<file path="src/rtl/pool_pkg.sv">
// Shared types and sizing helpers for the pooled-result buffer.
// DEPTH is the pooled map size: every 2x2 input window becomes one sample per channel.
package pool_pkg;

  localparam int ADDR_W = 8;
  localparam int DATA_W = 8;

  typedef enum logic {
    ST_FILL  = 1'b0,
    ST_DRAIN = 1'b1
  } state_t;

  function automatic int calc_depth(input int width, input int height, input int channel);
    return channel * height * width / 4;
  endfunction

  function automatic int addr_bits(input int depth);
    return (depth > 1) ? $clog2(depth) : 1;
  endfunction

endpackage

</file>
<file path="src/rtl/pool_fmap_mem.sv">
// Pooled feature-map storage: DEPTH x DATA_W register file.
// It has one synchronous write port and one combinational read port.
module pool_fmap_mem
  import pool_pkg::*;
#(
  parameter int DEPTH = 3,
  parameter int AW    = addr_bits(DEPTH)
) (
  input  logic              clk,
  input  logic              rst,
  input  logic              we,
  input  logic [AW-1:0]     waddr,
  input  logic [DATA_W-1:0] wdata,
  input  logic [AW-1:0]     raddr,
  output logic [DATA_W-1:0] rdata
);

  logic [DATA_W-1:0] mem [DEPTH];

  // NOTE: the memory is cleared on reset because a drain straight after reset must read 0x00.
  // This rules out inferring block RAM, which is acceptable at DEPTH <= 256.
  always_ff @(posedge clk) begin
    if (rst) begin
      for (int i = 0; i < DEPTH; i++) mem[i] <= '0;
    end else if (we) begin
      mem[waddr] <= wdata;
    end
  end

  assign rdata = mem[raddr];

endmodule

</file>
<file path="src/rtl/pool_result_buffer.sv">
// Buffers one layer of pooled samples, then streams it out in index order with valid/ready.
// The buffer fills while in FILL; a rising edge of pool_fin starts a single DRAIN pass.
module pool_result_buffer
  import pool_pkg::*;
#(
  parameter int WIDTH   = 2,
  parameter int HEIGHT  = 2,
  parameter int CHANNEL = 3
) (
  input  logic              clk,
  input  logic              rst,
  input  logic              wr_en,
  input  logic [ADDR_W-1:0] wr_addr,
  input  logic [DATA_W-1:0] wr_data,
  input  logic              pool_fin,
  input  logic              out_ready,
  output logic              out_valid,
  output logic [DATA_W-1:0] out_data,
  output logic [ADDR_W-1:0] out_index,
  output logic              out_last,
  output logic              busy,
  output logic              error
);

  localparam int                DEPTH     = calc_depth(WIDTH, HEIGHT, CHANNEL);
  localparam int                MEM_AW    = addr_bits(DEPTH);
  localparam logic [ADDR_W-1:0] LAST_IDX  = ADDR_W'(DEPTH - 1);
  localparam logic [ADDR_W:0]   DEPTH_EXT = (ADDR_W + 1)'(DEPTH);

  state_t            state;
  logic              pool_fin_q;
  logic              in_range;
  logic              fin_rise;
  logic              mem_we;
  logic [ADDR_W-1:0] rd_idx;
  logic [DATA_W-1:0] rd_data;

  assign in_range = ({1'b0, wr_addr} < DEPTH_EXT);
  assign fin_rise = pool_fin & ~pool_fin_q;
  assign mem_we   = (state == ST_FILL) && wr_en && in_range;

  // Before the first beat, point at entry 0; afterwards, prefetch the entry after the current one.
  assign rd_idx   = out_valid ? out_index + ADDR_W'(1) : '0;
  assign busy     = (state == ST_DRAIN);

  pool_fmap_mem #(
    .DEPTH (DEPTH),
    .AW    (MEM_AW)
  ) u_mem (
    .clk   (clk),
    .rst   (rst),
    .we    (mem_we),
    .waddr (wr_addr[MEM_AW-1:0]),
    .wdata (wr_data),
    .raddr (rd_idx[MEM_AW-1:0]),
    .rdata (rd_data)
  );

  // NOTE: all state is updated with non-blocking assignments, so every branch reads
  // the values from before the edge. This matches the hardware and avoids ordering races.
  always_ff @(posedge clk) begin
    if (rst) begin
      state      <= ST_FILL;
      pool_fin_q <= 1'b0;
      out_valid  <= 1'b0;
      out_data   <= '0;
      out_index  <= '0;
      out_last   <= 1'b0;
      error      <= 1'b0;
    end else begin
      pool_fin_q <= pool_fin;
      if (wr_en && ((state == ST_DRAIN) || !in_range)) error <= 1'b1;

      case (state)
        ST_FILL: begin
          if (fin_rise) state <= ST_DRAIN;
        end
        ST_DRAIN: begin
          if (!out_valid || out_ready) begin
            if (out_valid && (out_index == LAST_IDX)) begin
              out_valid <= 1'b0;
              out_last  <= 1'b0;
              state     <= ST_FILL;
            end else begin
              out_valid <= 1'b1;
              out_index <= rd_idx;
              out_data  <= rd_data;
              out_last  <= (rd_idx == LAST_IDX);
            end
          end
        end
        default: state <= ST_FILL;
      endcase
    end
  end

endmodule

</file>
<file path="config.mk">
export PLATFORM = sky130hd
export DESIGN_NAME = pool_result_buffer
export DESIGN_NICKNAME = d
export VERILOG_FILES = /design/src/rtl/pool_pkg.sv /design/src/rtl/pool_fmap_mem.sv /design/src/rtl/pool_result_buffer.sv
export SDC_FILE = /design/constraint.sdc
export NUM_CORES = 1
export LEC_CHECK = 0
export ABC_AREA = 0
export BUFFER_PORTS_ARGS = -buffer_cell sky130_fd_sc_hd__buf_2
export CAP_MARGIN = 0
export CORE_AREA = 2 2 78 80
export CTS_BUF_LIST = sky130_fd_sc_hd__clkbuf_8
export DETAILED_ROUTE_END_ITERATION = 6
export DIE_AREA = 0 0 80 82
export MAX_ROUTING_LAYER = met4
export SLEW_MARGIN = 20
export SYNTH_ARGS = -nofsm -noshare
export SYNTH_HDL_FRONTEND = slang
export SYNTH_SLANG_ARGS = --single-unit
</file>
<file path="constraint.sdc">
create_clock -name clk -period 2.66 [get_ports clk]
set_input_delay 0 -clock clk [delete_from_list [all_inputs] [get_ports clk]]
set_output_delay 0 -clock clk [all_outputs]
set_load 0.05 [all_outputs]
</file>
Yosys cells after proc, flatten, opt, wreduce, memory -nomap -nowiden
Memories as Yosys holds them, arrays and structs flattened. A register that Yosys moved wholly into a read port is not among the register bits.
Index checks and enable logic that the tools add are counted.
{"block": "op_classes", "bitwise_logic": 4, "mux": 14, "reduce_logical": 11, "eq_ne": 2, "n_lt_le_gt_ge": 1, "addsub": 1}
{"cell": "8-bit by 2-bit == test with 1-bit output (second input constant)", "count": 2}
{"cell": "8-bit 2-to-1 mux", "count": 2}
{"cell": "1-bit 2-to-1 mux", "count": 10}
{"cell": "8-bit by 1-bit adder with 8-bit output (second input constant)", "count": 1}
{"cell": "8-bit by 2-bit < comparator with 1-bit output (second input constant)", "count": 1}
{"cell": "8-bit OR reduction", "count": 1}
{"cell": "1-bit logical AND", "count": 4}
{"cell": "1-bit NOT", "count": 3}
{"cell": "3-bit AND reduction", "count": 1}
{"cell": "1-bit zero test", "count": 2}
{"cell": "1-bit logical OR", "count": 2}
{"cell": "2-bit 2-to-1 mux", "count": 1}
{"cell": "1-bit case mux with 2 select lines", "count": 1}
{"cell": "2-bit AND reduction", "count": 1}
{"cell": "1-bit AND", "count": 1}
{"block": "word_totals", "mem_count": 1, "word_cells": 40, "reg_bits": 13, "in_bits": 21, "ram_bits": 24}
{"memory": "u_mem.mem", "depth": 3, "word_bits": 8, "read_ports": 1, "rd_clocked_by_memory_dff": 1, "wr": 3, "line": "pool_fmap_mem.sv:18", "rtl": "logic [DATA_W-1:0] mem [DEPTH];"}

Logic depth before layout (Yosys ltp)
{"block": "depth", "word_depth": 8, "depth_mapped": 9}

Cells and area by module
A second synthesis with hierarchy kept.
{"block": "hier_totals", "cells_unflattened": 225, "hier_area_um2": 2449.8}
{"module": "pool_fmap_mem", "seq_area_each_um2": 960.9, "area_per_inst_um2": 1385.1, "cells_per_inst": 88, "n_inst": 1}
{"module": "pool_result_buffer", "seq_area_each_um2": 420.4, "area_per_inst_um2": 1064.8, "cells_per_inst": 137, "n_inst": 1}

Worst setup path before layout
Ideal clock, no wire load.
{"block": "synth_path", "path_type": "flip-flop to flip-flop", "from": "register out_index[0]", "to": "register out_last", "stages_incl_launch_ff": 9, "t_required_ps": 2589, "period_less_slack_ps": 2398, "t_arrival_ps": 2326, "path_buffers": 1, "path_slack_ps": 262, "cell_sequence": "dfxtp_1 > buf_2 > inv_1 > ha_1 > or4b_4 > nor4_4 > or2_4 > or4_1 > a21oi_1"}
{"block": "synth_between", "elab_chain_len": 4}
{"item": "from (decl)", "line": "pool_result_buffer.sv:19", "rtl": "output logic [ADDR_W-1:0] out_index,"}
{"item": "from (signal assigned)", "line": "pool_result_buffer.sv:86", "rtl": "out_index <= rd_idx;"}
{"item": "8-bit by 1-bit adder with 8-bit output", "line": "pool_result_buffer.sv:43", "rtl": "assign rd_idx = out_valid ? out_index + ADDR_W'(1) : '0;"}
{"item": "8-bit 2-to-1 mux", "line": "pool_result_buffer.sv:43"}
{"item": "8-bit by 2-bit == test with 1-bit output", "line": "pool_result_buffer.sv:88", "rtl": "out_last <= (rd_idx == LAST_IDX);"}
{"item": "1-bit 2-to-1 mux (*)", "line": "pool_result_buffer.sv:80", "rtl": "if (out_valid && (out_index == LAST_IDX)) begin"}
{"item": "to (signal assigned)", "line": "pool_result_buffer.sv:88"}
{"item": "to (decl)", "line": "pool_result_buffer.sv:20", "rtl": "output logic out_last,"}
Every way passes the cells marked *; elsewhere a longest branch is shown, timed or not.
A chain may end at the register's enable or synchronous reset.

Final worst setup path
{"block": "layout_path", "from": "register out_index[0]", "to": "register out_data[7], read port of u_mem.mem"}
{"block": "layout_between", "elab_chain_len": 4}
{"item": "branches (longest 4 deep; another with 8-bit by 1-bit adder with 8-bit output)"}
{"item": "to (decl)", "line": "pool_result_buffer.sv:18", "rtl": "output logic [DATA_W-1:0] out_data,"}
Several ways; the timed one is not identified.

==> impl_metrics.ini <==
[cells_and_area]
final.fill_count = 553
layout.core_utilization_pct = 51.7
drive_gt1_share_pct = 23.0
antenna-diode-count = 0
area_growth_syn_to_layout_pct = 19.0
layout.cells.most_common = buf_2
leading_cell_types_in_the_layout_fill_and_taps_excluded = buf_2, edfxtp_1, and2_1
fin_nets = 318

[min_path]
worst_hold_path_cells = 5
timing.hold.worst.class = input port to flop
timing.hold.worst.start = wr_addr[3]
whs_endpoint = error

[critical_path]
critical_path_required_ns = 2.90
worst-path-max-fanout = 19
crit_path_end_kind = flop
flop2flop_setup_slack_ns = 0.54
timing.critical_path.arrival_ns = 2.36
r2r_worst_path_depth = 5
r2r-start = out_index[0]
worst-setup-path-type = flop to flop
worst_setup_path_start_kind = flop
rr_endpoint = out_data[7]

[route]
wl_per_cell_um = 14.5
detailedRoute.firstPassIterationCount = 5
iteration_0_drc_markers = 120
vias_per_cell = 5.18
drtAntennaViolNets = 0
totalWireLength_um = 5370
num_vias = 1922
detail_route.drc_violations = 0

[timing]
setup_total_negative_slack_ns = 0
fmax_ghz = 0.471
timing.final.hold_violations = 0
finalWorstPathRequiredPeriod_ns = 2.12
setup-violations-final = 0
final_max_slew_viol_count = 0
rsz0062_at_grt = no
finalCritPeriodShare_pct = 79.8
slew-limit-headroom_pct = 46.4
timing.final.ws_setup_ns = 0.539
final.setup_skew_ns = 0.00562
tightest_slew_ns = 0.801

[power_and_ir_drop]
power_density_mw_per_mm2 = 513
power.leakage_uw = 0.00113
vdd_drop_max_v = 0.000285
design_power_total_uw = 1530

[clock_tree]
clock_insertion_delay_worst_skew_ns = 0.31
clk_pin_slew_worst_paths_ns = 0.09
htree_num_levels = 2
cts_tree = yes
cts.sinks = 53
cts_inserted_buffers = 5
postCtsSetupBuffers = 0
clockRootBuffer = clkbuf_8
number_of_buffers_between_clock_root_and_the_deepest_sink = 2

[yosys]
avgSynthCellArea_sq_um = 10.5
ys_seq_area_share_pct = 55.3
post_synth_inst_count = 238
post_synthesis_cell_type_count = 42
yosys_warnings = 0
synthesized_flop_and_latch_total = 53
cell_area_after_synthesis_sq_mm = 0.00250

[outcome]
outcome = complete, no violations

[placed_design]
dp.final_hpwl_um = 3580
placement.setup.worst_slack_ns = 0.553
gp_congestion = 0.868
place.port_buffers = 40

[floorplan]
floorplan.initialDensity_pct = 43.5
floorplan.io_pins = 41
chipHeight_um = 82
chipWidth_um = 80
row_count = 28
die_area_sq_mm = 0.00656
placeableCoreArea_sq_mm = 0.00575

[global_routing]
grt_first_pass_wirelength_um = 9070
grt.overflow.total = 0
grt_pass1_vias = 1818
initial_antenna_violation_count = 0
grt_start_max_net_pins = 31
globalRouteTotalUtil_pct = 18.7

[flow_run]
max_cap_viol_count = 0
[metrics by stage]
stage | hold slack, ns | std cells | instance area, sq um
final | 0.0426 | 371 | 2970
after global routing | 0.102 | 371 | 2970
after CTS | 0.0314 | 371 | 2970
after detailed placement | 0.219 | 353 | 2790
after global placement | 0.219 | 353 | 2790
after floorplan | 0.0989 | 245 | 2520
[how the worst max path moves through the flow]
stage	start	to	slack, ns	cells past startpoint
after floorplan	out_index[0]	out_last	0.26	8
after global placement	out_index[0]	out_last	0.58	7
after detailed placement	out_index[1]	out_data[7]	0.55	4
after CTS	out_index[1]	out_data[7]	0.53	4
after global routing	out_index[0]	out_last	0.33	7
final	out_index[0]	out_data[7]	0.54	5
[cells by family after synthesis]
logic type | synth area share, %
flip-flops | 55.3
buffers and inverters | 4.06
XOR/XNOR | 1.40
adder cells (fa/ha/maj) | 1.00
AND/OR/NAND/NOR | 24.1
AO/OA/AOI/OAI | 13.5
multiplexers | 0.401
other | 0.150
[report_power, final]
part / internal, uW / switching (uW)
combinational: 61.7 / 119
sequential: 899 / 15.0
clock: 178 / 253
[final cells by class]
| class | instances | area [sq um] | share of cell area (%) |
|---|---|---|---|
| clock inverters | 3 | 12.5 | 0.421 |
| multi-input cells | 173 | 1040 | 35.0 |
| clock buffers | 5 | 68.8 | 2.31 |
| flip-flops and latches | 53 | 1380 | 46.5 |
| well taps | 75 | 93.8 | 3.16 |
| inverters | 4 | 15.0 | 0.505 |
| repair buffers | 58 | 360 | 12.1 |
[registers in the layout, indices dropped and copies added (netlist names)]
signal,cells
out_valid,1
pool_fin_q,1
out_index,8
out_last,1
out_data,8
error,1
u_mem.mem,32
busy,1
[synthesized netlist by cell type, drive strengths merged]
cell | instances | area, sq um
a211oi | 8 | 60.1
a21oi | 28 | 159
a311oi | 1 | 8.76
and2 | 26 | 163
and3 | 2 | 12.5
buf | 10 | 67.6
clkbuf | 5 | 18.8
conb | 1 | 3.75
dfxtp | 21 | 420
edfxtp | 32 | 961
ha | 2 | 25.0
inv | 4 | 15.0
mux2i | 1 | 10.0
nand2 | 23 | 91.3
nand2b | 1 | 6.26
nand3 | 7 | 35.0
nand3b | 2 | 15.0
nand4b | 1 | 8.76
nor2 | 13 | 48.8
nor2b | 11 | 68.8
nor3 | 5 | 25.0
nor3b | 2 | 15.0
nor4 | 4 | 40.0
nor4b | 2 | 17.5
o21a | 2 | 15.0
o21ai | 5 | 25.0
o221ai | 8 | 70.1
or2 | 4 | 27.5
or3 | 1 | 7.51
or4 | 1 | 7.51
or4b | 1 | 13.8
xnor2 | 3 | 26.3
xor2 | 1 | 8.76
[worst max-delay path: stages, from the launching register on]
cell and delay (ns):
dfxtp_1 0.34, inv_1 0.07, ha_1 0.55, a21oi_1 0.64, o221ai_1 0.26, a21oi_2 0.20
[what timing repair did]
item / CTS / global route
hold endpoints to repair: 10 / 0
gates resized for setup: 0 / 0
hold buffers: 10 / 0
endpoints found under the setup margin: 0 / 0
[metal layers]
metal	part of all wire [%]	wire, um	up-vias	global-route usage (%)
met5	0	0	-	-
met4	1.2	67	0	5.76
met3	3.4	181	7	3.96
met2	52	2770	39	32.9
met1	44	2350	913	21.4
li1	-	-	963	-
Note: power is estimated with default switching activity, not from simulation.
